**src/rtl/key_click_decoder.sv**
```systemverilog
// Groups debounced key-press pulses into single, double and triple click events.
// Each group closes with one registered event pulse, either on window timeout or on the third press.
module key_click_decoder #(
  parameter int CLK_FREQ  = 100000000,
  parameter int WIN_MS    = 300,
  localparam int WIN_CYC  = CLK_FREQ / 1000 * WIN_MS,
  localparam int TW       = (WIN_CYC > 2) ? $clog2(WIN_CYC) : 1
) (
  input  logic       clk_i,
  input  logic       rstn_i,
  input  logic       key_cap_i,
  output logic       single_o,
  output logic       double_o,
  output logic       triple_o,
  output logic       busy_o,
  output logic [1:0] click_cnt_o
);

  typedef enum logic [0:0] {
    S_IDLE = 1'b0,
    S_WAIT = 1'b1
  } state_t;

  localparam logic [TW-1:0] TMAX = TW'(WIN_CYC - 1);

  state_t        state_q;
  logic [TW-1:0] timer_q;
  logic [1:0]    cnt_q;
  logic          single_q;
  logic          double_q;
  logic          triple_pend_q;
  logic          triple_q;

  // Group FSM. The triple event leaves the FSM one cycle early and is delayed through triple_pend_q.
  always_ff @(posedge clk_i or negedge rstn_i) begin
    if (!rstn_i) begin
      state_q       <= S_IDLE;
      timer_q       <= {TW{1'b0}};
      cnt_q         <= 2'd0;
      single_q      <= 1'b0;
      double_q      <= 1'b0;
      triple_pend_q <= 1'b0;
      triple_q      <= 1'b0;
    end else begin
      single_q      <= 1'b0;
      double_q      <= 1'b0;
      triple_pend_q <= 1'b0;
      triple_q      <= triple_pend_q;
      case (state_q)
        S_IDLE: begin
          if (key_cap_i) begin
            state_q <= S_WAIT;
            cnt_q   <= 2'd1;
            timer_q <= {TW{1'b0}};
          end else begin
            state_q <= S_IDLE;
          end
        end
        S_WAIT: begin
          // A press on the timeout edge is counted and the window restarts.
          if (key_cap_i) begin
            if (cnt_q == 2'd2) begin
              triple_pend_q <= 1'b1;
              state_q       <= S_IDLE;
              cnt_q         <= 2'd0;
              timer_q       <= {TW{1'b0}};
            end else begin
              cnt_q   <= 2'd2;
              timer_q <= {TW{1'b0}};
            end
          end else if (timer_q == TMAX) begin
            single_q <= (cnt_q == 2'd1);
            double_q <= (cnt_q == 2'd2);
            state_q  <= S_IDLE;
            cnt_q    <= 2'd0;
            timer_q  <= {TW{1'b0}};
          end else begin
            timer_q <= timer_q + TW'(1);
          end
        end
        default: begin
          state_q <= S_IDLE;
          cnt_q   <= 2'd0;
          timer_q <= {TW{1'b0}};
        end
      endcase
    end
  end

  assign single_o    = single_q;
  assign double_o    = double_q;
  assign triple_o    = triple_q;
  assign busy_o      = (state_q == S_WAIT);
  assign click_cnt_o = cnt_q;

endmodule

```
**config.mk**
```make
export PLATFORM = sky130hd
export DESIGN_NAME = key_click_decoder
export DESIGN_NICKNAME = d
export VERILOG_FILES = /design/src/rtl/key_click_decoder.sv
export SDC_FILE = /design/constraint.sdc
export NUM_CORES = 1
export LEC_CHECK = 0
export CELL_PAD_IN_SITES_DETAIL_PLACEMENT = 2
export CELL_PAD_IN_SITES_GLOBAL_PLACEMENT = 2
export CORE_ASPECT_RATIO = 0.75
export CORE_MARGIN = 2
export CORE_UTILIZATION = 35
export CTS_CLUSTER_SIZE = 8
export DETAILED_ROUTE_END_ITERATION = 10
export PLACE_DENSITY = 0.79
export SETUP_SLACK_MARGIN = 0.2
export SYNTH_ARGS = -nofsm -noshare
export SYNTH_HDL_FRONTEND = slang
export SYNTH_SLANG_ARGS = --single-unit
```
**constraint.sdc**
```tcl
create_clock -name clk_i -period 3.15 [get_ports clk_i]
set_input_delay 0.315 -clock clk_i [delete_from_list [all_inputs] [get_ports clk_i]]
set_output_delay 0.315 -clock clk_i [all_outputs]
set_load 0.005 [all_outputs]
```
### Yosys cells after proc, flatten, opt, wreduce, memory -nomap -nowiden

Index checks and enable logic that the tools add are counted.

| word-level totals | value |
|---|---|
| bits in registers | 32 |
| output and inout port bits | 6 |
| bits of input ports | 3 |

| cells by class | value |
|---|---|
| eq/ne operators | 5 |
| $add $sub $neg | 1 |
| bitwise gates (word level) | 1 |
| reductions and logical operators | 1 |
| mux-type cells | 23 |

Operators with widths:

| operator | number |
|---|---|
| 2-to-1 mux 25 bit | 3 |
| one-hot mux 25 bit (2 select lines) | 1 |
| adder 25 x 1 -> 25 bit, second input constant | 1 |
| equality test 25 bit, second input constant | 1 |
| 2-to-1 mux 1 bit | 13 |
| 2-to-1 mux 2 bit | 4 |
| one-hot mux 2 bit (2 select lines) | 1 |
| inequality test 3 x 2 -> 1 bit, second input constant | 1 |
| equality test 2 x 1 -> 1 bit, second input constant | 1 |
| equality test 2 bit, second input constant | 1 |
| inequality test 2 bit, second input constant | 1 |
| one-hot mux 1 bit (2 select lines) | 1 |
| AND reduction 2 bit | 1 |
| inverter 1 bit | 1 |

### Longest topological paths before layout

| depth | value |
|---|---|
| word-level depth | 4 |
| gate-level depth with buffers | 7 |
| mapped depth without buffers | 5 |

### Worst setup path before layout

No wires, ideal clock.

| path | value |
|---|---|
| path type | register to register |
| start point | reg timer_q[0] |
| end point | reg timer_q[10] |
| library setup time | 126 ps |
| setup slack | 1410 ps |
| cell stages (with the launch flop) | 7 |
| data required time | 3024 ps |
| data arrival time | 1614 ps |
| path buffers | 1 |
| clock period less this slack | 1740 ps |
| path through | dfrtp_1 ha_1 and4_2 clkbuf_2 and2_1 and3_1 a311o_1 |

| between the ends | value |
|---|---|
| longest elaborated chain between the ends | 4 |
| elaborated cells on any way between the ends | 5 |
| classes of those cells | add/sub (1); eq/ne (1); mux (3) |

RTL lines:

| item | line | RTL |
|---|---|---|
| from (decl) | 27 | `logic [TW-1:0] timer_q;` |
| from (signal assigned) | 38 | `timer_q <= {TW{1'b0}};` |
| from (signal assigned) | 54 | `timer_q <= {TW{1'b0}};` |
| from (signal assigned) | 66 | `timer_q <= {TW{1'b0}};` |
| adder 25 x 1 -> 25 bit or equality test 25 bit (tied branches) | 78, 71 |  |
| 2-to-1 mux 25 bit (*) | 71 | `end else if (timer_q == TMAX) begin` |
| 2-to-1 mux 25 bit (*) | 61 | `if (key_cap_i) begin` |
| one-hot mux 25 bit (2 select lines) (*) | 49 | `case (state_q)` |

Mark *: on every way between the ends. The rest lies on a longest branch, timed or not.
A chain may end at the register's enable or synchronous reset.

### Worst setup path after layout

| path | value |
|---|---|
| start point | reg timer_q[0] |
| end point | reg timer_q[5] |

The elaborated chain is that of the path after synthesis.

==> run_results.csv <==
group,metric,value,unit
clock_network,ctsHoldBuffers,0,
placement,place_ws,0.917,ns
finish,drive_above_1_share,0.0913,
timing,min_period,2.29,ns
logic_synthesis,yosys.cell_types.count,48,
timing,period_share,0.727,
run,drv_cap,0,
route,first_pass_iters,4,
critical_path,path_max_fanout,11,
die,die_y,67.8,microns
timing,final_hold_viol_count,0,
logic_synthesis,synth-edff-count,0,
placement,placed_area,0.00205,sq mm
die,initial_core_util,0.359,
logic_synthesis,synthTopCellsByCount,"dfrtp_1, nand2_1, nand3_1, nor2_1, nand4_1",
critical_path,regToRegSetupSlack,0.86,ns
global_routing,grt_usage,0.238,
timing,tns,0,ns
critical_path,endpoint_kind,"flip-flop",
timing,fin_worst_skew,0.00493,ns
logic_synthesis,synth_seq_cells,32,
global_routing,grt_pass1_wl,10800,microns
clock_network,clk_pin_slew_worst_paths,0.07,ns
critical_path,r2r_cells,5,
placement,dp_hpwl,4410,microns
critical_path,reg2reg_from,"timer_q[0]",
placement,place_congestion,0.828,
logic_synthesis,synth.area.top_cells,"dfrtp_1, nand4_1, nand3_1",
logic_synthesis,avgSynthCellArea,8.93,sq um
logic_synthesis,synthCells,213,
finish,antenna_cells,0,
global_routing,grt_max_degree,33,
critical_path,crit_path_max_incr_delay,0.49,ns
clock_network,ctsLongestPathBuffers,2,
die,pin_count,9,
logic_synthesis,syn_area,0.00190,sq mm
finish,n_fill_cell,612,
critical_path,path_cells,"ha_1 > and4_2 > nand4_1 > nor2_1 > o221ai_1",
clock_network,tritoncts,"yes",
finish,nets,222,
global_routing,grt_pass1_vias,1944,
timing,worstMarginPinSlew,0.751,ns
die,core-area,0.00530,sq mm
status,status,"finished, final reports clean",
logic_synthesis,synth_most_common_cell,"dfrtp_1",
clock_network,cts-resized-gates,0,
logic_synthesis,yosys.area.top_type,"dfrtp_1",
critical_path,r2r_end,"timer_q[5]",
clock_network,cts-root-buf,"clkbuf_8",
route,vias,1820,
timing,grt_setup_unrepaired,"no",
critical_path,worst-setup-path-type,"reg2reg",
route,drt_iter0_markers,110,
logic_synthesis,synth_top_area_frac,0.421,
timing,timing.max_slew.rel_slack,0.496,
route,vias_per_cell,6.19,
route,wirelength,6420,microns
logic_synthesis,ys_warn_count,0,
die,dieArea,0.00605,sq mm
critical_path,required,3.28,ns
finish,syn_to_final_growth,13.7,%
finish,ff_latch_area,801,sq um
power_and_ir_drop,peakVddDrop,0.000239,V
clock_network,cts_sinks,32,
timing,fmax,436,MHz
finish,multi_input_area,0.00103,sq mm
placement,io_buffers,8,
critical_path,startpoint,"timer_q[0]",
timing,finalSetupViolCount,0,
critical_path,crit_path_end,"timer_q[5]",
power_and_ir_drop,power.leakage,0.839,nW
finish,fin_util,0.408,
clock_network,htree_levels,2,
route,drc,0,
logic_synthesis,syn_nets,217,
timing,slew_violations,0,
die,chipWidth,89.1,microns
die,core.rowCount,23,
power_and_ir_drop,total_power,1.06,mW
min_path,hp-class,"reg2reg",
power_and_ir_drop,pwr_density_cell,492,mW/mm^2
critical_path,startpoint_type,"flip-flop",
critical_path,worstPathArrival,2.42,ns
logic_synthesis,yosysSeqAreaShare,0.421,
critical_path,cp_slowest_cell,"nor2_1",
timing,layout_setup_ws,0.859,ns
route,wire_per_inst,21.8,microns
route,ant_nets,0,
clock_network,clk_latency,0.29,ns
clock_network,post_cts_buffers,0,
logic_synthesis,ys_async_sr_fraction,1.00,
logic_synthesis,ys.flop_type,"dfrtp_1",
clock_network,cts_made_buffers,5,
global_routing,grt-ovfl-total,0,
finish,stdcell_area,0.00216,sq mm
global_routing,antenna_found_initial,0,
==> where the power goes <==
| part | internal [mW] | switching (mW) | total [mW] |
|---|---|---|---|
| Clock | 0.234 | 0.169 | 0.403 |
| Combinational | 0.0630 | 0.108 | 0.171 |
| Sequential | 0.438 | 0.0502 | 0.489 |
==> layer usage <==
metal	wire length, microns	up-vias	global-route usage	part of all wire
met2	3080	36	0.399	0.48
met3	249	6	0.0374	0.039
li1	-	830	-	-
met1	3040	948	0.325	0.47
met4	51	0	0.0597	0.0079
met5	0	-	0	0
==> how the worst min path moves through the flow <==
| stage | slack (ns) | cells past startpoint | end | from |
|---|---|---|---|---|
| floorplan | 0.02 | 0 | busy_o | rstn_i |
| finish | 0.37 | 0 | triple_o | triple_pend_q |
| CTS | 0.37 | 0 | triple_o | triple_pend_q |
| detailed placement | 0.36 | 0 | triple_o | triple_pend_q |
| global placement | 0.34 | 0 | triple_o | triple_pend_q |
| global route | 0.39 | 0 | triple_o | triple_pend_q |
==> logic make-up after synthesis <==
group	Yosys count	share of synthesized area
muxes	3	0.0158
buffers and inverters	19	0.0388
adders and majority gates	1	0.00658
AOI/OAI and AO/OA	40	0.156
and+or+nand+nor	114	0.343
DFF	32	0.421
xor gates and xnor gates	4	0.0184
==> metrics by stage <==
| stage | std cells | hold WS (ns) |
|---|---|---|
| floorplan | 213 | 0.0194 |
| global placement | 286 | 0.337 |
| detailed placement | 286 | 0.355 |
| CTS | 294 | 0.372 |
| global route | 294 | 0.395 |
| finish | 294 | 0.367 |
==> critical path: cells and delay by family, from the launching register on <==
kind / cells / cell delay (ns)
adders and majority gates: 1 / 0.24
AOI/OAI and AO/OA: 1 / 0.19
and+or+nand+nor: 3 / 1.22
DFF: 1 / 0.48
==> layout by cell type, fill, tap and decap left out, types with 3 or more instances in the layout <==
master           count
dfrtp_1             32
nand2_1             20
nand3_1             18
nor2_1              17
nand4_1             16
and4_1               8
clkdlybuf4s50_1      8
o211ai_1             6
nor4_1               5
o21ai_0              5
nor3_1               5
or3_1                5
o221ai_1             5
clkbuf_8             5
inv_1                4
a21oi_1              4
and3_1               4
xor2_1               4
buf_4                4
mux2i_1              3
o21bai_1             3
a31oi_1              3
==> flip-flops by register name (all words and copies together), names as in the netlist <==
register / flops
timer_q: 25
click_cnt_o: 2
busy_o: 1
double_o: 1
single_o: 1
triple_o: 1
triple_pend_q: 1
==> cell type report <==
| class | instances | area share |
|---|---|---|
| inverters | 5 | 0.00868 |
| flip-flops and latches | 32 | 0.370 |
| well taps | 75 | 0.0434 |
| clock buffers | 5 | 0.0318 |
| multi-input cells | 162 | 0.475 |
| clock inverters | 3 | 0.0197 |
| repair buffers | 12 | 0.0509 |
Note: power is estimated with default switching activity, not from simulation.
